<file path="config.mk">
export PLATFORM = sky130hd
export DESIGN_NAME = uart_rx_cfg
export DESIGN_NICKNAME = d
export VERILOG_FILES = /design/src/rtl/uart_pkg.sv /design/src/rtl/uart_rx_sampler.sv /design/src/rtl/uart_rx_cfg.sv
export SDC_FILE = /design/constraint.sdc
export NUM_CORES = 1
export LEC_CHECK = 0
export BUFFER_PORTS_ARGS = -buffer_cell sky130_fd_sc_hd__buf_2
export CAP_MARGIN = 20
export CORE_UTILIZATION = 63
export DETAILED_ROUTE_END_ITERATION = 10
export PLACE_DENSITY_LB_ADDON = 0.05
export SLEW_MARGIN = 20
export SYNTH_ARGS = -nofsm -noshare
export SYNTH_HDL_FRONTEND = slang
export SYNTH_SLANG_ARGS = --single-unit
</file>
<file path="constraint.sdc">
create_clock -name clk -period 3.68 [get_ports clk]
set_input_delay 0.368 -clock clk [delete_from_list [all_inputs] [get_ports clk]]
set_output_delay 0.368 -clock clk [all_outputs]
set_load 0.005 [all_outputs]
</file>
<file path="src/rtl/uart_pkg.sv">
// Shared types and defaults for the configurable UART receiver.
package uart_pkg;

  localparam int UART_OVS_DEF = 16;
  localparam int UART_DW_DEF  = 8;

  typedef enum logic [2:0] {
    IDLE,
    START,
    DATA,
    PARITY,
    STOP,
    BRK_WAIT
  } rx_state_t;

  typedef enum logic [1:0] {
    PAR_NONE,
    PAR_EVEN,
    PAR_ODD
  } parity_t;

  function automatic parity_t decode_parity(input logic [1:0] cfg);
    case (cfg)
      2'b01:   return PAR_EVEN;
      2'b10:   return PAR_ODD;
      default: return PAR_NONE;
    endcase
  endfunction

endpackage

</file>
<file path="src/rtl/uart_rx_sampler.sv">
// Input synchronizer plus three-point majority vote around the bit centre.
module uart_rx_sampler
  import uart_pkg::*;
#(
  parameter int OVS = UART_OVS_DEF,
  parameter int SW  = $clog2(OVS)
) (
  input  logic          clk,
  input  logic          reset,
  input  logic          rx,
  input  logic          s_tick,
  input  logic [SW-1:0] s,
  output logic          rx_s,
  output logic          bit_val
);

  localparam logic [SW-1:0] S_VOTE0 = SW'(OVS/2 - 1);
  localparam logic [SW-1:0] S_VOTE1 = SW'(OVS/2);

  logic r_sync1;
  logic r_sync2;
  logic r_vote0;
  logic r_vote1;

  always_ff @(posedge clk or posedge reset) begin
    if (reset) begin
      r_sync1 <= 1'b1;
      r_sync2 <= 1'b1;
      r_vote0 <= 1'b1;
      r_vote1 <= 1'b1;
    end else begin
      r_sync1 <= rx;
      r_sync2 <= r_sync1;
      if (s_tick) begin
        if (s == S_VOTE0) r_vote0 <= r_sync2;
        if (s == S_VOTE1) r_vote1 <= r_sync2;
      end
    end
  end

  assign rx_s = r_sync2;
  // Third vote is the live sample, taken on the commit tick itself.
  assign bit_val = (r_vote0 & r_vote1) | (r_vote0 & r_sync2) | (r_vote1 & r_sync2);

endmodule

</file>
<file path="src/rtl/uart_rx_cfg.sv">
// UART receiver with runtime frame format, majority voting, parity/framing/break status.
// state    | meaning
// IDLE     | line idle, waiting for falling edge
// START    | validating start bit (false-start rejection)
// DATA     | shifting data bits, LSB first
// PARITY   | sampling and checking parity bit
// STOP     | sampling stop bit(s); finishes on last stop commit
// BRK_WAIT | break seen, waiting for line to return high
module uart_rx_cfg
  import uart_pkg::*;
#(
  parameter int DW  = UART_DW_DEF,
  parameter int OVS = UART_OVS_DEF
) (
  input  logic          clk,
  input  logic          reset,
  input  logic          rx,
  input  logic          s_tick,
  input  logic [3:0]    cfg_dbits,
  input  logic [1:0]    cfg_parity,
  input  logic          cfg_stop2,
  output logic [DW-1:0] dout,
  output logic          rx_done_tick,
  output logic          parity_err,
  output logic          frame_err,
  output logic          break_det
);

  localparam int SW = $clog2(OVS);
  localparam int NW = (DW > 2) ? $clog2(DW) : 1;
  localparam logic [SW-1:0] S_COMMIT = SW'(OVS/2 + 1);
  localparam logic [SW-1:0] S_LAST   = SW'(OVS - 1);
  localparam logic [3:0]    DBITS_MAX = 4'(DW);

  rx_state_t     r_state;
  parity_t       r_par;
  logic [SW-1:0] r_s;
  logic [NW-1:0] r_n;
  logic [NW-1:0] r_n_last;
  logic [DW-1:0] r_b;
  logic          r_stop2;
  logic          r_stop_idx;
  logic          r_perr;
  logic          r_ferr;
  logic          r_par_bit;
  logic          r_stop1;

  logic          w_rx_s;
  logic          w_bit_val;
  logic          w_commit;
  logic          w_bit_end;
  logic [3:0]    w_dbits_eff;
  logic          w_par_exp;
  logic          w_stop1;
  logic          w_ferr;
  logic          w_brk;
  logic          w_last_stop;

  uart_rx_sampler #(.OVS(OVS), .SW(SW)) u_sampler (
    .clk     (clk),
    .reset   (reset),
    .rx      (rx),
    .s_tick  (s_tick),
    .s       (r_s),
    .rx_s    (w_rx_s),
    .bit_val (w_bit_val)
  );

  assign w_commit    = s_tick && (r_s == S_COMMIT);
  assign w_bit_end   = s_tick && (r_s == S_LAST);
  assign w_dbits_eff = (cfg_dbits >= 4'd5 && cfg_dbits <= DBITS_MAX) ? cfg_dbits : DBITS_MAX;
  assign w_par_exp   = (r_par == PAR_ODD) ? ~(^r_b) : (^r_b);
  // Values as they will be once the current stop-bit vote is folded in.
  assign w_stop1     = r_stop_idx ? r_stop1 : w_bit_val;
  assign w_ferr      = r_ferr | ~w_bit_val;
  assign w_brk       = (r_b == '0) && ((r_par == PAR_NONE) || !r_par_bit) && !w_stop1;
  assign w_last_stop = (r_stop_idx == r_stop2);

  always_ff @(posedge clk or posedge reset) begin
    if (reset) begin
      r_state      <= IDLE;
      r_par        <= PAR_NONE;
      r_s          <= '0;
      r_n          <= '0;
      r_n_last     <= '0;
      r_b          <= '0;
      r_stop2      <= 1'b0;
      r_stop_idx   <= 1'b0;
      r_perr       <= 1'b0;
      r_ferr       <= 1'b0;
      r_par_bit    <= 1'b0;
      r_stop1      <= 1'b0;
      dout         <= '0;
      rx_done_tick <= 1'b0;
      parity_err   <= 1'b0;
      frame_err    <= 1'b0;
      break_det    <= 1'b0;
    end else begin
      rx_done_tick <= 1'b0;
      if (s_tick && (r_state inside {START, DATA, PARITY, STOP}))
        r_s <= (r_s == S_LAST) ? '0 : r_s + SW'(1);

      case (r_state)
        IDLE: begin
          if (!w_rx_s) begin
            r_state    <= START;
            r_s        <= '0;
            r_n        <= '0;
            r_b        <= '0;
            r_n_last   <= NW'(w_dbits_eff - 4'd1);
            r_par      <= decode_parity(cfg_parity);
            r_stop2    <= cfg_stop2;
            r_stop_idx <= 1'b0;
            r_perr     <= 1'b0;
            r_ferr     <= 1'b0;
            r_par_bit  <= 1'b0;
            r_stop1    <= 1'b1;
          end
        end
        START: begin
          if (w_commit && w_bit_val) begin
            r_state <= IDLE;
            r_s     <= '0;
          end else if (w_bit_end) begin
            r_state <= DATA;
          end
        end
        DATA: begin
          if (w_commit) r_b[r_n] <= w_bit_val;
          if (w_bit_end) begin
            if (r_n == r_n_last) r_state <= (r_par == PAR_NONE) ? STOP : PARITY;
            else                 r_n <= r_n + NW'(1);
          end
        end
        PARITY: begin
          if (w_commit) begin
            r_par_bit <= w_bit_val;
            r_perr    <= w_bit_val ^ w_par_exp;
          end
          if (w_bit_end) r_state <= STOP;
        end
        STOP: begin
          if (w_commit) begin
            r_ferr <= w_ferr;
            if (!r_stop_idx) r_stop1 <= w_bit_val;
            // Finish at the last stop-bit centre so a following start edge is not missed.
            if (w_last_stop) begin
              rx_done_tick <= 1'b1;
              dout         <= w_brk ? '0 : r_b;
              parity_err   <= (r_par != PAR_NONE) && r_perr;
              frame_err    <= w_ferr;
              break_det    <= w_brk;
              r_state      <= w_brk ? BRK_WAIT : IDLE;
              r_s          <= '0;
            end
          end else if (w_bit_end) begin
            r_stop_idx <= 1'b1;
          end
        end
        BRK_WAIT: begin
          if (w_rx_s) r_state <= IDLE;
        end
        default: r_state <= IDLE;
      endcase
    end
  end

endmodule

</file>
### After elaboration in Yosys (flattened, before gate mapping)

Cells that the tools add are included.

| word-level totals | value |
|---|---|
| register bits | 45 |
| input port bits | 11 |
| output and inout bits | 12 |
| logic and storage cells | 146 |

| operators by class | value |
|---|---|
| add/subtract/negate cells | 3 |
| magnitude comparators | 4 |
| equal/unequal tests | 27 |
| muxes and demuxes | 50 |
| bitwise operators | 10 |
| reduce and logical (&&, ||, !) cells | 31 |

Operators with widths:

| cell | count |
|---|---|
| 2-to-1 mux 3 bit | 15 |
| 2-to-1 mux 4 bit | 6 |
| 2-to-1 mux 8 bit | 3 |
| != test 2 bit, second input constant | 10 |
| one-hot mux 3 bit (6 select lines) | 1 |
| one-hot mux 8 bit (2 select lines) | 1 |
| 2-to-1 mux 1 bit | 14 |
| equality test 4 bit, second input constant | 3 |
| one-hot mux 4 bit (3 select lines) | 1 |
| AND reduction 3 bit | 4 |
| one-hot mux 1 bit (2 select lines) | 5 |
| logical AND 1 bit | 9 |
| bitwise mux 8 bit | 1 |
| logical NOT 8 bit | 1 |
| AND reduction 4 bit | 2 |
| AND reduction 8 bit | 1 |
| nonzero test 2 bit | 4 |
| XOR reduction 8 bit | 1 |
| equality test 3 x 2 -> 1 bit, second input constant | 2 |
| equality test 3 bit, second input constant | 2 |
| one-hot mux 3 bit (2 select lines) | 1 |
| AND reduction 2 bit | 3 |
| adder 4 x 1 -> 4 bit, second input constant | 1 |
| equality test 2 bit, second input constant | 2 |
| other kinds (24) | 32 |

### Longest topological paths before layout

Gate-level depths: netlist of run 1.

| depth | value |
|---|---|
| word-level depth | 10 |
| depth in mapped cells | 8 |
| mapped depth without buffers | 7 |

### By module

A second synthesis of run 1 with hierarchy kept.

| second synthesis, totals | value |
|---|---|
| cells, all modules | 241 |
| area total of the unflattened synthesis | 2459.9 um2 |

Modules (own cells, without submodules):

| module | times used | cells an instance | area each (um2) |
|---|---|---|---|
| uart_rx_cfg | 1 | 229 | 2283.4 |
| uart_rx_sampler | 1 | 12 | 176.4 |

### Worst setup path before layout of run 1

No wires, ideal clock.

| timing | value |
|---|---|
| kind | reg-to-reg |
| from | register r_s[0] |
| to | register r_state[0] |
| setup time | 0.128 ns |
| data arrival time | 1.858 ns |
| setup slack | 1.694 ns |
| stages on the path, launching flop included | 7 |
| buffers on the path | 0 |
| period minus slack after synthesis | 1.986 ns |
| path through | dfrtp_1 -> ha_1 -> nand4_1 -> or4_1 -> nand2_1 -> and3_1 -> mux2_1 |

| between the ends | value |
|---|---|
| cells in the longest elaborated chain, start to end | 5 |
| elaborated cells between the ends (all ways) | 12 |
| those cells by class | eq/ne: 6; mux: 2; reduce/logical: 4 |

RTL lines:

| element | line | source |
|---|---|---|
| from (decl) | uart_rx_cfg.sv:37 | `logic [SW-1:0] r_s;` |
| from (signal assigned) | uart_rx_cfg.sv:101 | `r_s <= (r_s == S_LAST) ? '0 : r_s + SW'(1);` |
| equality test 4 bit | uart_rx_cfg.sv:69 | `assign w_commit = s_tick && (r_s == S_COMMIT);` |
| logical AND 1 bit | uart_rx_cfg.sv:69 |  |
| logical AND 1 bit | uart_rx_cfg.sv:121 | `if (w_commit && w_bit_val) begin` |
| != test 3 x 2 -> 1 bit (no line) / 2-to-1 mux 3 bit (equally long branches) | - |  |
| AND reduction 8 bit (no line) / one-hot mux 3 bit (6 select lines) (equally long branches) | - |  |
| to (signal assigned) | uart_rx_cfg.sv:131 | `if (r_n == r_n_last) r_state <= (r_par == PAR_NONE) ? STOP : PARITY;` |
| to (signal assigned) | uart_rx_cfg.sv:153 | `r_state <= w_brk ? BRK_WAIT : IDLE;` |
| to (decl) | uart_rx_cfg.sv:35 | `rx_state_t r_state;` |

Parallel ways exist; a longest one is shown, timed or not.
A chain may end at the register's enable or synchronous reset.

### Worst setup path in the final report of run 1

| timing | value |
|---|---|
| from | register r_s[1] |
| to | register dout[5] |

| between the ends | value |
|---|---|
| cells in the longest elaborated chain, start to end | 3 |

RTL lines:

| element | line | source |
|---|---|---|
| equality test 4 bit | uart_rx_cfg.sv:69 |  |
| logical AND 1 bit | uart_rx_cfg.sv:69 |  |
| AND reduction 3 bit (no line) | - |  |
| to (signal assigned) | uart_rx_cfg.sv:149 | `dout <= w_brk ? '0 : r_b;` |
| to (decl) | uart_rx_cfg.sv:22 | `output logic [DW-1:0] dout,` |

No other way between the ends.

==> summary.md, run 1 <==
| Metric | Value |
|---|---|
| Layout cells sized above 1 | `15.9%` |
| Cts bufs inserted | `5` |
| Worst Setup End Kind | `register` |
| DRT antenna net count | `0` |
| P&R area growth vs syn | `10.1%` |
| # fillers | `279` |
| Vias in the first global route | `1,687` |
| Cells after Synth | `239` |
| Met1 usage | `39.6%` |
| 1st-pass router iterations | `4` |
| Initial antenna violation count | `0` |
| DRC | `0` |
| Library cells used by synthesis | `42` |
| Global routing met3 resource utilization | `4.89%` |
| Worst relative slew slack | `38.8%` |
| Commonest non-fill, non-tap cell in the layout | `dfrtp_1` |
| Post-Syn Nets | `259` |
| Antenna Cells | `0` |
| Routed wire length | `4640 um` |
| Met2 GRT Util | `40.2%` |
| Post-synth EDFFs | `0` |
| Routed len/inst | `15.3 um` |
| Most frequent cells in the layout | `dfrtp_1, nand2_1, buf_2` |
| Total track usage | `26.8%` |
| Crit-path cells | `inv_1 -> ha_1 -> and4b_1 -> nand4_1 -> nor2_2 -> a22o_1` |
| Hold buffer count at cts | `0` |
| Final count of negative-setup-slack endpoints | `0` |
| Max cap viols | `0` |
| Pin count of the biggest net entering global routing | `46` |
| Fmax | `424 MHz` |
| Final Power | `1510 uW` |
| CTS tree | `yes` |
| PD cells | `578 nW/um2` |
| Final Hold Viols | `0` |
| Lkg Pwr | `0.00117 uW` |
| First-pass GRT wire length | `8180 um` |
| Slowest stage delay, CP | `0.57 ns` |
| CP max FO | `15` |
| Die area | `4010 um2` |
| Num ports | `23` |
| Post-Route Setup TNS | `0 ns` |
| Syn_area_per_cell | `9.91 um2` |
| Starting DRC count in detailed routing | `135` |
| Top Usage Layer GRT | `met2` |
| Root buf cell | `clkbuf_8` |
| # H-tree levels | `2` |
| Slew Limit Fails | `0` |
| Worst Path Buf+Inv | `1` |
| Layout Cells excl Fill | `304` |
| Period utilization | `64.1%` |
| Worst hold path type | `in -> reg` |
| Clock latency on the worst-skew pair | `0.30 ns` |
| Status | `complete, no violations` |
| Setup WS post-layout | `1.32 ns` |
| Final GP Congestion | `0.840` |
| Initial Utilization | `68.3%` |
| Gates resized, CTS repair | `0` |
| Synth Warn # | `0` |
| Grt total ovfl | `0` |
| RSZ-0062 raised after global routing | `false` |
| Synth Register Bits | `45` |
| Post-synth top flop | `dfrtp_1` |
| Period minus WS final | `2.36 ns` |
| DR vias/cell | `5.69` |
| Peak VDD IR | `0.443 mV` |
| Seq/Total Area, Yosys | `47.8%` |
| Async S/R FF share, synth | `100%` |
| CP max stage cell | `nand4_1` |
| Top delay family on crit path | `simple AND/OR/NAND/NOR gates` |
| Post-DP HPWL | `3250 um` |
| Synthesized area | `2370 um2` |
| Critical Path AT | `2.59 ns` |
| Crit Path Class | `reg -> reg` |
| CP required | `3.92 ns` |
| Reg clk slew, reported paths | `0.09 ns` |
| Final Skew | `0.00874 ns` |
| CP Launch Type | `register` |
| CTS Buffer Depth | `2` |
| Chip height | `63.3 um` |
| Fin util | `75.2%` |
| # rows | `21` |
| Dpl cells | `296` |
| Die W | `63.3 um` |
| Port buffer count | `22` |
| Postcts setup bufs | `0` |
| Nets@finish | `277` |
| Core area | `3470 um2` |
| Clock sink count | `45` |
| DR vias | `1,731` |
| Pre-CTS WS | `1.37 ns` |
| Least-Margin Pin Slew | `0.911 ns` |
## cell usage after synthesis (2+ instances only)
master,n,area (um2)
o21ai_0,8,40.0
nor2b_1,3,18.8
clkbuf_1,6,22.5
xor2_1,6,52.6
o21ai_1,7,35.0
a31oi_1,4,25.0
nand2_1,28,105
nor3b_1,3,22.5
a22o_1,8,70.1
and3_1,4,25.0
xnor2_1,6,52.6
nor2_1,17,63.8
mux2_2,2,22.5
nor3_1,5,25.0
ha_1,9,113
nand3_1,9,45.0
o21a_1,2,15.0
dfrtp_1,41,1030
dfstp_2,4,105
buf_2,6,30.0
inv_1,13,48.8
nand4_1,3,18.8
or4_1,2,15.0
o211ai_1,2,15.0
a21oi_1,6,30.0
o31ai_1,2,15.0
mux2i_1,8,80.1
and2_1,2,12.5
nand4b_1,3,26.3
mux2_1,4,45.0
nand3b_1,5,37.5
## per-layer routing
layer  vias to the layer above  part of all wire [%]
met4                         0                   1.4
met2                        38                    44
met5                         -                     0
met1                       819                    51
li1                        867                     -
met3                         7                   3.3
## power breakdown
| part | total [uW] | switching, uW | internal [uW] |
|---|---|---|---|
| combinational | 420 | 237 | 183 |
| sequential | 698 | 122 | 576 |
| clock | 389 | 168 | 221 |
## final cells by class
| class | count | area, um2 | share of cell area, % |
|---|---|---|---|
| clock buffers | 7 | 86.3 | 3.31 |
| repair buffers | 23 | 118 | 4.51 |
| flip-flops and latches | 45 | 1130 | 43.4 |
| well taps | 46 | 57.6 | 2.21 |
| clock inverters | 1 | 30.0 | 1.15 |
| inverters | 14 | 52.6 | 2.02 |
| multi-input cells | 168 | 1130 | 43.4 |
## cells by family (layout without fill, tap and decap cells)
group                    after synthesis  after routing  synth area share, %
AND/OR/NAND/NOR                       90             90                 19.7
flip-flops                            45             45                 47.8
AO/OA/AOI/OAI                         42             42                 12.3
buffers and inverters                 26             45                 4.44
multiplexers                          14             14                 6.23
XOR/XNOR                              12             12                 4.44
adder cells (fa/ha/maj)               10             10                 5.23
## per-stage QoR
stage,area [um2],hold WS (ns)
after global placement,2490,0.346
after global routing,2610,0.152
final,2610,0.163
after detailed placement,2490,0.347
after CTS,2610,0.159
after floorplan,2370,0.345
## state kept, by name, summed over array words and instances (netlist names), 2 cells and up
register  cells
r_n           3
r_b           8
dout          8
r_state       3
r_s           4
r_par         2
r_n_last      3
## path summary, 6_finish.rpt
check                                   from           endpoint  slack [ns]  cells past startpoint
max in group asynchronous              reset  u_sampler.r_sync1        3.11                      3
min                                       rx  u_sampler.r_sync1        0.16                      1
max                                   r_s[1]            dout[5]        1.32                      6
min in group asynchronous              reset         r_stop_idx        0.19                      3
min reg2reg                u_sampler.r_sync1     u_sampler.rx_s        0.36                      0
max reg2reg                           r_s[1]            dout[5]        1.32                      6
## worst register-to-register path, cell delays in order (launching register included)
cell     delay, ns
dfrtp_1       0.43
inv_1         0.10
ha_1          0.15
and4b_1       0.36
nand4_1       0.57
nor2_2        0.50
a22o_1        0.19
Power figures use the tool's default switching activity.
==> run 2: changes to the inputs <==
CORE_UTILIZATION = 58   (was 63)
clock period = 2.3 ns   (was 3.68 ns; I/O delays follow)
==> summary.md, run 2 (synthesis gave the netlist of run 1 again) <==
| Metric | Value |
|---|---|
| CTS tree | `yes` |
| Commonest non-fill, non-tap cell in the layout | `dfrtp_1` |
| Total track usage | `24.2% (-2.6 points)` |
| Hold buffer count at cts | `0 (unchanged)` |
| Fmax | `469 MHz (+11%)` |
| Postcts setup bufs | `0 (unchanged)` |
| Most frequent cells in the layout | `dfrtp_1, nand2_1, buf_2` |
| Die area | `4340 um2 (+8.3%)` |
| # rows | `22 (+4.8%)` |
| Crit-path cells | `ha_2 -> nand4_1 -> or4_1 -> nand2_1 -> and3_1 -> mux2_1` |
| Fin util | `69.8% (-5.4 points)` |
| Die W | `65.9 um (+4.1%)` |
| Worst relative slew slack | `59.8% (+21 points)` |
| Clock sink count | `45 (unchanged)` |
| Initial antenna violation count | `0 (unchanged)` |
| Final Hold Viols | `0 (unchanged)` |
| Slowest stage delay, CP | `0.54 ns (-0.03 ns)` |
| Worst R2R Path Depth | `6 (unchanged)` |
| # H-tree levels | `2 (unchanged)` |
| Starting DRC count in detailed routing | `134 (-0.74%)` |
| # fillers | `299 (+7.2%)` |
| Crit Path Class | `reg -> reg` |
| Root buf cell | `clkbuf_8` |
| CTS Buffer Depth | `2 (unchanged)` |
| Final GP Congestion | `0.877 (+4.5%)` |
| Grt total ovfl | `0 (unchanged)` |
| CP max stage cell | `or4_1` |
| Gates resized, CTS repair | `0 (unchanged)` |
| WHS Path Cells | `1 (unchanged)` |
| DRT antenna net count | `0 (unchanged)` |
| Period utilization | `92.7% (+29 points)` |
| Slew Limit Fails | `0 (unchanged)` |
| Num ports | `23 (unchanged)` |
| Final Skew | `0.00755 ns (-0.00119 ns)` |
| Worst hold path type | `in -> reg` |
| Routed wire length | `4460 um (-3.7%)` |
| Post-Route Setup TNS | `0 ns (unchanged)` |
| Peak VDD IR | `0.617 mV (+39%)` |
| Period minus WS final | `2.13 ns (-0.226 ns)` |
| CP max FO | `6 (-9)` |
| Largest registers | `dout: 8 flops, r_b: 8 flops, r_s: 4 flops` |
| Final count of negative-setup-slack endpoints | `0 (unchanged)` |
| Max cap viols | `0 (unchanged)` |
| Critical Path AT | `2.31 ns (-0.28 ns)` |
| 1st-pass router iterations | `4 (unchanged)` |
| Core area | `3800 um2 (+9.5%)` |
| DRC | `0 (unchanged)` |
| Initial Utilization | `62.4% (-5.9 points)` |
| RSZ-0062 raised after global routing | `false` |
| First-pass GRT wire length | `7760 um (-5.1%)` |
| CP Launch Type | `register` |
| Layout cells sized above 1 | `18.2% (+2.3 points)` |
| Nets@finish | `283 (+2.2%)` |
| Status | `complete, no violations` |
| Reg clk slew, reported paths | `0.08 ns (about the same)` |
| Port buffer count | `22 (unchanged)` |
| Worst Setup End Kind | `register` |
| DR vias/cell | `5.67 (-0.48%)` |
| Hold Worst Slack | `0.0278 ns (-0.135 ns)` |
| PD cells | `910 nW/um2 (+58%)` |
| Area of the multi-input gates | `1130 um2 (+0.22%)` |
| Routed len/inst | `14.3 um (-6.2%)` |
| Post-DP HPWL | `3210 um (-1.2%)` |
| Clock latency on the worst-skew pair | `0.30 ns (about the same)` |
| CP required | `2.48 ns (-1.44 ns)` |
| Chip height | `65.9 um (+4.1%)` |
| P&R area growth vs syn | `12.0%` |
| Least-Margin Pin Slew | `0.602 ns (-0.309 ns)` |
| FF/Latch Area | `1130 um2 (unchanged)` |
| Cts bufs inserted | `5 (unchanged)` |
| DR vias | `1,768 (+2.1%)` |
| Pre-CTS WS | `0.134 ns (-1.24 ns)` |
| Vias in the first global route | `1,624 (-3.7%)` |
| Setup WS post-layout | `0.169 ns (-1.15 ns)` |
| Lkg Pwr | `0.00120 uW (+2.0%)` |
| Antenna Cells | `0 (unchanged)` |
| Pin count of the biggest net entering global routing | `46 (unchanged)` |
[run 2: cell count changes in the layout (fill, tap and decap cells not counted)]
cell / delta
buf_4: +6
clkbuf_8: -1
clkinv_4: +1
ha_1: -1
ha_2: +1
[run 2: layer usage]
layer	wire, um	track usage [%]	up-vias
met3	123	5.69	5
li1	-	-	886
met4	54	8.15	0
met5	0	0	-
met2	1980	35.1	29
met1	2300	35.0	848
[run 2: worst max-delay path, delay by kind of cell, from the launching register on]
kind	cells	cell delay, ns
flip-flops	1	0.44
adder cells (fa/ha/maj)	1	0.26
multiplexers	1	0.33
AND/OR/NAND/NOR	4	0.99
[run 2: final timing paths]
| kind | startpoint | endpoint | slack, ns |
|---|---|---|---|
| min in group asynchronous | reset | r_n_last[0] | 0.05 |
| worst max-delay path | r_s[0] | r_state[0] | 0.17 |
| max in group asynchronous | reset | r_s[3] | 1.87 |
| worst min-delay path | rx | u_sampler.r_sync1 | 0.03 |
| worst min register to register | u_sampler.r_sync1 | u_sampler.rx_s | 0.36 |
| worst max register to register | r_s[0] | r_state[0] | 0.17 |
[run 2: where the power goes]
part	switching [uW]	leakage (uW)	internal, uW
sequential	154	0.000588	923
clock	265	0.0000554	326
combinational	415	0.000553	332
total	834	0.00120	1580
[run 2: layout make-up]
cell class	count	share of cell area, %
multi-input cells	168	42.8
flip-flops and latches	45	42.6
repair buffers	29	6.13
clock buffers	6	2.74
well taps	48	2.26
inverters	14	1.98
clock inverters	2	1.46
[run 2: metrics by stage]
step	cells	area [um2]	total power, uW
2_1_floorplan	239	2370	1640
3_3_place_gp	304	2540	1820
3_5_place_dp	304	2540	1840
4_1_cts	312	2650	2440
5_1_grt	312	2650	2600
6_report	312	2650	2410
